[config.mk]
export PLATFORM = sky130hd
export DESIGN_NAME = seq_div
export DESIGN_NICKNAME = d
export VERILOG_FILES = /design/src/rtl/seq_div.sv
export SDC_FILE = /design/constraint.sdc
export NUM_CORES = 1
export LEC_CHECK = 0
export ABC_CLOCK_PERIOD_IN_PS = 8200
export CAP_MARGIN = 15
export CORE_ASPECT_RATIO = 1.75
export CORE_MARGIN = 5
export CORE_UTILIZATION = 36
export DETAILED_ROUTE_END_ITERATION = 8
export GPL_TIMING_DRIVEN = 0
export PLACE_DENSITY_LB_ADDON = 0.1
export SLEW_MARGIN = 20
export SYNTH_ARGS = -nofsm -noshare
export SYNTH_HDL_FRONTEND = slang
export SYNTH_SLANG_ARGS = --single-unit
[constraint.sdc]
create_clock -name clk -period 8.2 [get_ports clk]
set_clock_uncertainty 0.15 [all_clocks]
set_input_delay 1.23 -clock clk [delete_from_list [all_inputs] [get_ports clk]]
set_output_delay 1.23 -clock clk [all_outputs]
set_load 0.05 [all_outputs]
[src/rtl/seq_div.sv]
// Multi-cycle restoring divider: one quotient bit per clock, signed/unsigned, divide-by-zero flag.
// Optional SEQ_DIV_ZERO_FAST_EN: a zero divisor skips the iteration and finishes after one clock.
module seq_div #(
    parameter int WIDTH = 32
) (
    input  logic             clk,
    input  logic             clr,
    input  logic             start,
    input  logic             is_signed,
    input  logic [WIDTH-1:0] dividend,
    input  logic [WIDTH-1:0] divisor,
    output logic             busy,
    output logic             done,
    output logic [WIDTH-1:0] quotient,
    output logic [WIDTH-1:0] remainder,
    output logic             div_by_zero
);

    localparam int CNT_W = $clog2(WIDTH + 1);

    typedef enum logic [1:0] {
        S_IDLE,
        S_RUN,
        S_FIX
    } state_t;

    state_t             r_state;
    state_t             w_next;
    logic [CNT_W-1:0]   r_count;
    logic [WIDTH-1:0]   r_prem;
    logic [WIDTH-1:0]   r_work_q;
    logic [WIDTH-1:0]   r_divisor;
    logic [WIDTH-1:0]   r_dividend_orig;
    logic               r_q_neg;
    logic               r_r_neg;
    logic               r_zero;
    logic               r_done;
    logic               r_dbz;
    logic [WIDTH-1:0]   r_quotient;
    logic [WIDTH-1:0]   r_remainder;

    logic               w_accept;
    logic               w_last;
    logic               w_dividend_neg;
    logic               w_divisor_neg;
    logic [WIDTH-1:0]   w_dividend_abs;
    logic [WIDTH-1:0]   w_divisor_abs;
    logic [WIDTH:0]     w_shift;
    logic [WIDTH:0]     w_diff;
    logic               w_trial_neg;

    assign w_accept       = (r_state == S_IDLE) && start;
    assign w_last         = (r_count == CNT_W'(WIDTH - 1));
    assign w_dividend_neg = is_signed && dividend[WIDTH-1];
    assign w_divisor_neg  = is_signed && divisor[WIDTH-1];
    assign w_dividend_abs = w_dividend_neg ? -dividend : dividend;
    assign w_divisor_abs  = w_divisor_neg  ? -divisor  : divisor;

    // partial_rem < divisor always holds, so the shifted value fits WIDTH+1 bits and
    // the MSB of the WIDTH+1-bit difference is a reliable "negative" flag.
    assign w_shift     = {r_prem, r_work_q[WIDTH-1]};
    assign w_diff      = w_shift - {1'b0, r_divisor};
    assign w_trial_neg = w_diff[WIDTH];

    always_comb begin
        w_next = r_state;
        case (r_state)
            S_IDLE: begin
                if (start) begin
`ifdef SEQ_DIV_ZERO_FAST_EN
                    w_next = (divisor == '0) ? S_FIX : S_RUN;
`else
                    w_next = S_RUN;
`endif
                end
            end
            S_RUN:   if (w_last) w_next = S_FIX;
            S_FIX:   w_next = S_IDLE;
            default: w_next = S_IDLE;
        endcase
    end

    always_ff @(posedge clk or posedge clr) begin
        if (clr) r_state <= S_IDLE;
        else     r_state <= w_next;
    end

    // NOTE: every state element uses <= so all registers update from pre-edge values.
    always_ff @(posedge clk or posedge clr) begin
        if (clr) begin
            r_count         <= '0;
            r_prem          <= '0;
            r_work_q        <= '0;
            r_divisor       <= '0;
            r_dividend_orig <= '0;
            r_q_neg         <= 1'b0;
            r_r_neg         <= 1'b0;
            r_zero          <= 1'b0;
            r_done          <= 1'b0;
            r_dbz           <= 1'b0;
            r_quotient      <= '0;
            r_remainder     <= '0;
        end else begin
            r_done <= (r_state == S_FIX);
            if (w_accept) begin
                r_count         <= '0;
                r_prem          <= '0;
                r_work_q        <= w_dividend_abs;
                r_divisor       <= w_divisor_abs;
                r_dividend_orig <= dividend;
                r_q_neg         <= w_dividend_neg ^ w_divisor_neg;
                r_r_neg         <= w_dividend_neg;
                r_zero          <= (divisor == '0);
            end else if (r_state == S_RUN) begin
                r_count  <= r_count + CNT_W'(1);
                r_prem   <= w_trial_neg ? w_shift[WIDTH-1:0] : w_diff[WIDTH-1:0];
                r_work_q <= {r_work_q[WIDTH-2:0], ~w_trial_neg};
            end else if (r_state == S_FIX) begin
                r_dbz <= r_zero;
                if (r_zero) begin
                    r_quotient  <= '1;
                    r_remainder <= r_dividend_orig;
                end else begin
                    // most-negative / -1 wraps naturally: -(2^(W-1)) is itself on W bits
                    r_quotient  <= r_q_neg ? -r_work_q : r_work_q;
                    r_remainder <= r_r_neg ? -r_prem   : r_prem;
                end
            end
        end
    end

    assign busy        = (r_state != S_IDLE);
    assign done        = r_done;
    assign quotient    = r_quotient;
    assign remainder   = r_remainder;
    assign div_by_zero = r_dbz;

endmodule

* After elaboration in Yosys (flattened, before gate mapping)
Index checks and enable logic that the tools add are counted.
W data, S select, Z words.
** Word-level totals
- Register bits after elaboration :: 205
- Bits of input ports :: 68
- Output and inout port bits :: 67
- Word-level logic and storage cells :: 53
** Cells by class
- Add/subtract/negate cells :: 6
- Eq/ne operators :: 5
- Multiplexer cells :: 16
- Bitwise logic cells :: 4
- Reduce and logical (&&, ||, !) cells :: 9
** Operator list (count)
- $mux W32 :: 11
- $neg A32 Y32 :: 4
- $sub A33 B32 Y33 :: 1
- $logic_not A32 Y1 :: 1
- $mux W6 :: 2
- $add A6 B1 Y6 const B :: 1
- $eq A6 B5 Y1 const B :: 1
- $mux W2 :: 2
- $ne A2 B2 Y1 const B :: 2
- $pmux W2 S2 :: 1
- $reduce_bool A2 Y1 :: 2
- $logic_and A1 B1 Y1 :: 3
- $not A1 Y1 :: 3
- $reduce_and A3 Y1 :: 1
- $eq A2 B1 Y1 const B :: 1
- $eq A2 B2 Y1 const B :: 1
- $logic_not A2 Y1 :: 1
- $reduce_and A2 Y1 :: 1
- $xor A1 B1 Y1 :: 1

* Depth between registers and ports, before layout
Gate-level depths: netlist (run 1).
- Word-level depth :: 4
- Mapped depth :: 14
- Depth with buffers taken out :: 12

* Worst setup path before layout (run 1)
Ideal clock, no wire load.
- Path kind :: input to register
- From :: input port dividend[0]
- To :: register r_work_q[26]
- Setup time :: 137 ps
- Arrival time :: 3275 ps
- Data required time :: 7913 ps
- Setup slack :: 4638 ps
- Cell stages on the path :: 11
- Path buffers :: 0
- Cell sequence :: inv_1 > ha_1 > or3b_2 > nor4b_1 > nand2_1 > nor2_1 > a21oi_1 > nor2_1 > nand2_1 > xnor2_1 > a21oi_1
** Between the ends
- Word-level cells in the longest chain between the ends :: 3
** Ends and longest elaborated chain
- start, declared :: line 10 : input logic [WIDTH-1:0] dividend,
- $neg A32 Y32 :: line 56 : assign w_dividend_abs = w_dividend_neg ? -dividend : dividend;
- $mux W32 :: line 56
- $mux W32 :: line 105 : if (w_accept) begin
- end signal, assigned :: line 108 : r_work_q <= w_dividend_abs;
- end signal, assigned :: line 117 : r_work_q <= {r_work_q[WIDTH-2:0], ~w_trial_neg};
- end, declared :: line 31 : logic [WIDTH-1:0] r_work_q;
No other way between the ends.
A chain may end at the register's enable or synchronous reset.

* Final worst setup path (run 1)
Ends and elaborated chain as after synthesis.

==> results.toml, run 1 <==
[status]
run_status = "finished clean"

[job]
cap_viol_max_count = 0

[timing]
finalWorstSetupSlack_ns = 3.73
finalCritPeriodShare = 0.545
rsz0062_at_grt = "no"
hold_viol = 0
slew_violations = 0
worst_slew_pin_slew_ns = 1.03
setup_viol = 0
fin_crit_ns = 4.47
max_freq_mhz = 224
hold_slack_ns = 0.325
max_slew_margin = 0.309

[clock_tree]
tritoncts = "yes"
clock-sinks = 205
clk_pin_slew_worst_paths_ns = 0.06
htreeDepth = 1
ctsLongestPathBuffers = 3
cts_buffers = 23
cts_setup_buffers = 0
clk_latency_ns = 0.52
cts_resized = 0
root_buffer = "clkbuf_16"
cts_hold_buf = 0

[final_layout]
stdcell_area_mm2 = 0.0153
fill_cells = 3570
final_cells = 2157
drive_gt1_frac = 0.0365
antenna_cells = 0
area_growth_syn_to_layout_pct = 21.8
fin_nets = 1787

[placed_design]
dpl.hpwl_mm = 32.5
numPortBuffers = 134
place_ws_ns = 3.14
place_area_mm2 = 0.0145
gp_congestion = 0.866
dp_cells = 2116

[synth]
postSynthAreaPerCell_um2 = 8.26
ys_top_cells_by_count = "nand2_1 (283), dfrtp_1 (205), o21ai_0 (141)"
synth_most_common_cell = "nand2_1"
syn_inst = 1520
ys.warnings.count = 0
synth_edf_count = 0
synth_area_mm2 = 0.0126
ys_seq_area_frac = 0.408
synthArstFlopShare = 1.00
yosysTopAreaCell = "dfrtp_1"
synthTopCellsByArea = "dfrtp_1 (41%), nand2_1 (8.5%), xor2_1 (6.1%)"
ys_seq_elements = 205
synth_ff_type = "dfrtp_1"
synth_top_area_share = 0.408
syn_nets = 1626
synth_cell_types = 63

[global_route]
overflow = 0
grt_start_max_net_pins = 100
grt_pass1_wl_mm = 63.8
grt_pass1_vias = 11500
grt_antenna_before_repair = 0
track_usage = 0.209

[power]
pwr-share-seq = 0.317
combPwrFrac = 0.481
total_power_mw = 5.22
p_leak_nw = 6.49
netSwitchingPower_mw = 2.22
ir_drop_uv = 142
internal-power_mw = 3.01
power_density_mw_per_mm2 = 341
pwr-share-clk = 0.202
switching_share = 0.424

[drt]
firstDrtPassIters = 8
dr_total_vias = 11200
routed_via_density = 5.20
wl_per_cell_um = 18.9
wirelength_mm = 40.8
drt_drc_violations_left = 0
ant_nets = 0
dr.first_iter.drc_count = 512

[floorplan]
fp.dieW_um = 151
dieArea_mm2 = 0.0389
ioPinCount = 135
die_h_um = 257
core_area_mm2 = 0.0345
rows = 90
start_util = 0.365

[setup_path]
cp_cell_sequence = "clkdlybuf4s50_1 -> inv_1 -> ha_1 -> or3b_2 -> nor4b_1 -> nand2_1 -> nor2_1 -> a21oi_1 -> nor2_1 -> nand2_1 -> xnor2_1 -> a21oi_1"
cp.required_ns = 8.43
worst_setup_path_end_kind = "flop"
worstPathArrival_ns = 4.69
cp_max_fo = 4
crit_buf_inv = 2
path_class = "input port to flop"
crit_path_start_kind = "input port"
cp_top_family = "simple AND/OR/NAND/NOR gates"
cp_slowest_cell = "nor4b_1"
cpPeakStageDelay_ns = 0.76

[min_path]
min_path_type = "flop to flop"
-- cell families (layout without fill, tap and decap cells) --
kind of cell / count (synthesis) / count (layout) / synth area share
XOR/XNOR: 146 / 146 / 0.102
buffers and inverters: 139 / 316 / 0.0432
AO/OA/AOI/OAI: 402 / 402 / 0.190
multiplexers: 22 / 22 / 0.0175
adder cells (fa/ha/maj): 38 / 38 / 0.0384
flip-flops: 205 / 205 / 0.408
AND/OR/NAND/NOR: 568 / 568 / 0.201
-- registers in the layout (all words and copies together) (netlist names) --
register         flops
r_work_q            32
quotient            32
done                 1
r_zero               1
remainder           32
r_r_neg              1
r_dividend_orig     32
r_count              6
div_by_zero          1
r_state              2
r_prem              32
r_q_neg              1
r_divisor           32
-- area by class of cell --
cell class	count	area, um^2	share of cell area
Timing Repair Buffer	136	1400	0.0913
Inverter	54	210	0.0137
Clock inverter	10	100	0.00654
Buffer	85	340	0.0222
Tap cell	460	576	0.0376
Sequential cell	205	5130	0.335
Clock buffer	31	656	0.0429
Multi-Input combinational cell	1176	6890	0.450
-- per-layer routing --
layer,vias up,global-route usage,wire length [um],share of wire
met3,68,0.0181,1340,0.033
met5,-,0,0,0
li1,5591,-,-,-
met4,0,0.0749,1380,0.034
met2,219,0.420,23500,0.58
met1,5334,0.217,14600,0.36
-- final timing paths --
kind | startpoint | to | slack, ns | cells after the start
hold / removal | r_divisor[26] | r_divisor[26] | 0.32 | 2
hold reg to reg | r_divisor[26] | r_divisor[26] | 0.32 | 2
setup / recovery | dividend[0] | r_work_q[26] | 3.73 | 12
setup reg to reg | r_prem[9] | r_prem[21] | 4.06 | 12
min in group asynchronous | clr | quotient[30] | 0.95 | 2
max in group asynchronous | clr | remainder[8] | 6.08 | 3
-- worst register-to-register path: cells and delay by family (launching register included) --
kind / cells / cell delay (ns)
AND/OR/NAND/NOR: 3 / 0.87
AO/OA/AOI/OAI: 6 / 1.61
buffers and inverters: 2 / 0.47
adder cells (fa/ha/maj): 1 / 0.44
flip-flops: 1 / 0.50
-- through the flow --
stage | util | TNS (ns)
final | 0.444 | 0
after global routing | 0.444 | 0
after CTS | 0.444 | 0
after global placement | 0.420 | -358.48
after detailed placement | 0.422 | 0
after floorplan | - | 0
-- layout by cell type (no fill, tap or decap), types with 6 or more instances in the layout --
cell type | Yosys | routed
a21o_1 | 15 | 15
a21oi_1 | 126 | 126
a31oi_1 | 35 | 35
and2_1 | 7 | 7
and3_1 | 9 | 9
buf_1 | 9 | 9
clkbuf_1 | 71 | 74
clkbuf_16 | 0 | 23
clkdlybuf4s50_1 | 0 | 134
clkinv_2 | 0 | 8
dfrtp_1 | 205 | 205
ha_1 | 37 | 37
inv_1 | 54 | 53
mux2i_1 | 22 | 22
nand2_1 | 283 | 283
nand2b_1 | 8 | 8
nand3_1 | 40 | 40
nand4_1 | 10 | 10
nor2_1 | 133 | 133
nor2b_1 | 6 | 6
nor3_1 | 12 | 12
nor4_1 | 8 | 8
o211ai_1 | 8 | 8
o21ai_0 | 141 | 141
o31ai_1 | 28 | 28
o41ai_1 | 14 | 14
or3_1 | 17 | 17
or4_1 | 14 | 14
xnor2_1 | 58 | 58
xor2_1 | 88 | 88
-- power by group through the flow --
stage	Clock (mW)	Sequential, mW	Combinational, mW
floorplan	0	1.55	1.95
global placement	0	1.66	2.49
detailed placement	0	1.67	2.53
CTS	1.08	1.65	2.53
global route	1.12	1.70	2.83
finish	1.05	1.66	2.51
No activity file was read; power rests on OpenSTA's default activity.
==> inputs of run 2 (changes only) <==
--- a/config.mk
+++ b/config.mk
@@ -5,7 +5,7 @@
 export SDC_FILE = /design/constraint.sdc
 export NUM_CORES = 1
 export LEC_CHECK = 0
-export ABC_CLOCK_PERIOD_IN_PS = 8200
+export ABC_CLOCK_PERIOD_IN_PS = 3900
 export CAP_MARGIN = 15
 export CORE_ASPECT_RATIO = 1.75
 export CORE_MARGIN = 5
==> constraint.sdc (replaced) <==
create_clock -name clk -period 3.9 [get_ports clk]
set_clock_uncertainty 0.15 [all_clocks]
set_input_delay 0.585 -clock clk [delete_from_list [all_inputs] [get_ports clk]]
set_output_delay 0.585 -clock clk [all_outputs]
set_load 0.05 [all_outputs]
==> run 2 against run 1 <==
Net effect:
- cell area up 1.0%
- largest cell class unchanged
- first-iteration DRC count is 5.1% lower
- die area did not move
- sequential power up 110%
- via count about the same
- core utilization is 0.44 points higher
- sequential cell count stayed put
- largest power group unchanged
==> results.toml, run 2 (synthesized netlist as in run 1, its figures left out) <==
[global_route]
track_usage = 0.208
grt_pass1_wl_mm = 63.4
overflow = 0
grt_antenna_before_repair = 1
grt_pass1_vias = 11300
grt_start_max_net_pins = 32

[floorplan]
fp.dieW_um = 151
core_area_mm2 = 0.0345
rows = 90
ioPinCount = 135
start_util = 0.365
dieArea_mm2 = 0.0389
die_h_um = 257

[clock_tree]
htreeDepth = 1
cts_setup_buffers = 0
clk_latency_ns = 0.53
ctsLongestPathBuffers = 3
clk_pin_slew_worst_paths_ns = 0.06
clock-sinks = 205
root_buffer = "clkbuf_16"
tritoncts = "yes"
cts_buffers = 22

[placed_design]
numPortBuffers = 134
dpl.hpwl_mm = 32.9
dp_cells = 2121
place_area_mm2 = 0.0146
place_ws_ns = -0.558
gp_congestion = 0.847

[timing]
max_freq_mhz = 271
rsz0062_at_grt = "no"
fin_crit_ns = 3.69
max_slew_margin = 0.292
slew_violations = 0
hold_viol = 0
finalWorstSetupSlack_ns = 0.210
setup_viol = 0
finalCritPeriodShare = 0.946
worst_slew_pin_slew_ns = 1.06
hold_slack_ns = 0.244
tns_ns = 0

[setup_path]
critPathLaunch = "r_prem[7]"
cp_max_fo = 8
crit_buf_inv = 1
cpPeakStageDelay_ns = 0.60
cp_top_family = "compound AO/OA/AOI/OAI gates"
rr_worst_depth = 9
cp.required_ns = 4.14
cp_cell_sequence = "ha_1 -> clkbuf_1 -> nand4_1 -> o41ai_4 -> a41oi_1 -> o31ai_2 -> a41oi_1 -> and4_4 -> or3_1"
worstPathArrival_ns = 3.93
path_class = "flop to flop"
worst_setup_path_end_kind = "flop"
crit_path_start_kind = "flop"
cp_common_cell = "a41oi_1"
critical_path_depth = 9
r2r-start = "r_prem[7]"
cp_slowest_cell = "o41ai_4"

[drt]
wl_per_cell_um = 19.0
dr_total_vias = 11200
drt_drc_violations_left = 0
wirelength_mm = 41.0
dr.first_iter.drc_count = 486
ant_nets = 0
routed_via_density = 5.18
firstDrtPassIters = 5

[final_layout]
final_cell_mix = "nand2_1 (282), dfrtp_1 (204), o21ai_0 (141)"
area_growth_syn_to_layout_pct = 23.0
final_common_cell = "nand2_1"
drive_gt1_frac = 0.0441
stdcell_area_mm2 = 0.0154
final_core_util = 0.448
fin_nets = 1791
final_cells = 2161

[status]
run_status = "finished clean"

[job]
cap_viol_max_count = 0

[min_path]
min_path_type = "input port to async pin"

[power]
total_power_mw = 11.1
power_density_mw_per_mm2 = 719
ir_drop_uv = 291
p_leak_nw = 6.54
==> run 2: cell type report <==
class                           instances  area (um^2)
Tap cell                              460          576
Sequential cell                       205         5130
Clock inverter                         12          140
Timing Repair Buffer                  141         1480
Multi-Input combinational cell       1176         6940
Inverter                               54          206
Clock buffer                           27          631
Antenna cell                            1         2.50
Buffer                                 85          343
Fill cell                            3549        19000
==> run 2: worst register-to-register path, cell delays in order, from the launching register on <==
cell and delay [ns]:
dfrtp_1 0.47, ha_1 0.32, clkbuf_1 0.25, nand4_1 0.24
o41ai_4 0.60, a41oi_1 0.40, o31ai_2 0.40, a41oi_1 0.18
and4_4 0.22, or3_1 0.33
==> run 2: worst paths after layout <==
| check | endpoint | slack, ns |
|---|---|---|
| worst max-delay path | r_prem[31] | 0.21 |
| worst min-delay path | quotient[5] | 0.24 |
| worst max register to register | r_prem[31] | 0.21 |
| worst min register to register | r_dividend_orig[29] | 0.33 |
| max in group asynchronous | r_divisor[26] | 2.40 |
| min in group clk | r_dividend_orig[29] | 0.33 |
==> run 2: timing repair <==
| action | in CTS | in global routing |
|---|---|---|
| pin swaps | 0 | 0 |
| cloned | 0 | 0 |
| endpoints found under the setup margin | 15 | 14 |
| resized for setup | 5 | 6 |
| hold endpoints to repair | 0 | 0 |
| hold buffers | 0 | 0 |
==> run 2: layer usage <==
metal / global-route usage / part of all wire
met1: 0.217 / 0.36
met2: 0.418 / 0.57
met3: 0.0176 / 0.032
met4: 0.0744 / 0.034
met5: 0 / 0
==> run 2: where the power goes <==
group / leakage, nW / internal [mW] / switching [mW]
clock: 0.382 / 1.35 / 0.917
sequential: 2.32 / 2.73 / 0.751
combinational: 3.83 / 2.33 / 3.04
total: 6.54 / 6.40 / 4.70
==> inputs of run 3 (changes only) <==
--- a/config.mk
+++ b/config.mk
@@ -12,7 +12,7 @@
 export CORE_UTILIZATION = 36
 export DETAILED_ROUTE_END_ITERATION = 8
 export GPL_TIMING_DRIVEN = 0
-export PLACE_DENSITY_LB_ADDON = 0.1
+export PLACE_DENSITY_LB_ADDON = 0.2
 export SLEW_MARGIN = 20
 export SYNTH_ARGS = -nofsm -noshare
 export SYNTH_HDL_FRONTEND = slang
==> run 3 against run 2 <==
Net effect:
- first-iteration DRC count is 3.9% higher
- sequential power is essentially flat
- register-to-register slack got worse by 0.04 ns
==> results.toml, run 3 (synthesized netlist as in run 1, its figures left out) <==
[drt]
routed_via_density = 5.25
wirelength_mm = 39.9
firstDrtPassIters = 4
dr_total_vias = 11300
drt_drc_violations_left = 0
dr.first_iter.drc_count = 505
ant_nets = 0
wl_per_cell_um = 18.5

[job]
cap_viol_max_count = 0

[floorplan]
rows = 90
core_area_mm2 = 0.0345
die_h_um = 257
ioPinCount = 135
start_util = 0.365
fp.dieW_um = 151
dieArea_mm2 = 0.0389

[placed_design]
dpl.hpwl_mm = 32.0
dp_cells = 2121
numPortBuffers = 134
place_ws_ns = -0.401
gp_congestion = 0.873

[global_route]
grt_pass1_wl_mm = 62.7
grt_antenna_before_repair = 0
grt_pass1_vias = 11600
overflow = 0
grt_start_max_net_pins = 34
track_usage = 0.203

[setup_path]
cp.required_ns = 4.17
worstPathArrival_ns = 4.00
worst_setup_path_end_kind = "flop"
rr_worst_depth = 14
path_class = "flop to flop"
r2r-start = "r_work_q[31]"
regToRegSetupSlack_ns = 0.17
reg2reg_to = "r_prem[28]"
cp_max_fo = 10
crit_path_start_kind = "flop"

[power]
ir_drop_uv = 213
power_density_mw_per_mm2 = 706
p_leak_nw = 6.48

[timing]
finalCritPeriodShare = 0.957
fin_crit_ns = 3.73
worst_slew_pin_slew_ns = 0.956
rsz0062_at_grt = "no"
setup_viol = 0
slew_violations = 0
finalWorstSetupSlack_ns = 0.168
max_slew_margin = 0.361
max_freq_mhz = 268
hold_viol = 0
tns_ns = 0

[clock_tree]
cts_hold_buf = 0
root_buffer = "clkbuf_16"
ctsLongestPathBuffers = 3
clk_latency_ns = 0.51
cts_buffers = 21
htreeDepth = 1
clock-sinks = 205
clk_pin_slew_worst_paths_ns = 0.06
tritoncts = "yes"

[min_path]
min_path_type = "input port to async pin"

[status]
run_status = "finished clean"

[final_layout]
antenna_cells = 0
seq_area_mm2 = 0.00513
area_growth_syn_to_layout_pct = 22.0
final_cell_mix = "nand2_1 (282), dfrtp_1 (204), o21ai_0 (141)"
multi_input_area_mm2 = 0.00693
final_common_cell = "nand2_1"
fill_cells = 3575
fin_nets = 1790
drive_gt1_frac = 0.0390
final_cells = 2154
==> run 3: cell count changes in the layout (fill, tap and decap cells not counted), sizes merged <==
cell	previous run	this run
clkinv	7	3
bufinv	3	1
clkbuf	99	101
clkinvlp	3	1
diode	1	0
==> run 3: worst max-delay path, stage by stage, from the launching register on <==
cell and delay, ns:
dfrtp_1 0.36, inv_1 0.15, ha_1 0.28, fa_1 0.40
nand2b_1 0.19, a21o_1 0.19, a21oi_2 0.28, o21ai_4 0.14
o31ai_1 0.30, or3_1 0.16, and2_1 0.14, buf_6 0.17
clkbuf_4 0.27, nand2_2 0.17, o211ai_1 0.27
==> run 3: repair_timing <==
action | CTS | global route
pin swaps | 0 | 1
buffers inserted | 0 | 0
resized for setup | 2 | 8
setup endpoints to repair | 11 | 19
==> run 3: layout make-up <==
class / count / area share
Clock buffer: 29 / 0.0395
Timing Repair Buffer: 141 / 0.0971
Multi-Input combinational cell: 1176 / 0.452
Sequential cell: 205 / 0.335
Clock inverter: 4 / 0.00318
Inverter: 54 / 0.0135
Buffer: 85 / 0.0224
Tap cell: 460 / 0.0375
==> run 3: stage by stage <==
step | area (um^2) | power [mW] | utilization | hold slack [ns]
floorplan | 12600 | 7.36 | - | 0.290
global placement | 14500 | 8.65 | 0.420 | 0.304
detailed placement | 14600 | 8.78 | 0.425 | 0.315
CTS | 15300 | 10.8 | 0.444 | 0.326
global route | 15300 | 11.7 | 0.445 | 0.341
finish | 15300 | 10.8 | 0.445 | 0.324
==> run 3: where the power goes <==
part | total [mW] | leakage [nW] | switching [mW] | internal (mW)
logic | 5.35 | 3.84 | 3.03 | 2.32
clock network | 1.99 | 0.324 | 0.852 | 1.14
registers | 3.49 | 2.32 | 0.756 | 2.73
==> run 3: worst max-delay path by stage <==
stage | startpoint | endpoint | depth (start not counted) | slack, ns
after floorplan | clr | div_by_zero | 1 | 0.51
after global placement | clr | remainder[29] | 2 | -1.19
after detailed placement | dividend[0] | r_work_q[26] | 12 | -0.40
after CTS | r_prem[7] | r_prem[31] | 9 | 0.007
after global routing | r_prem[18] | r_prem[28] | 13 | 0.003
final | r_work_q[31] | r_prem[28] | 14 | 0.17
==> run 3: layer usage <==
| layer | vias to the layer above | GRT usage | routed length (um) |
|---|---|---|---|
| li1 | 5587 | - | - |
| met1 | 5342 | 0.215 | 14400 |
| met2 | 290 | 0.395 | 22200 |
| met3 | 91 | 0.0204 | 1590 |
| met4 | 0 | 0.0860 | 1680 |
| met5 | - | 0 | 0 |
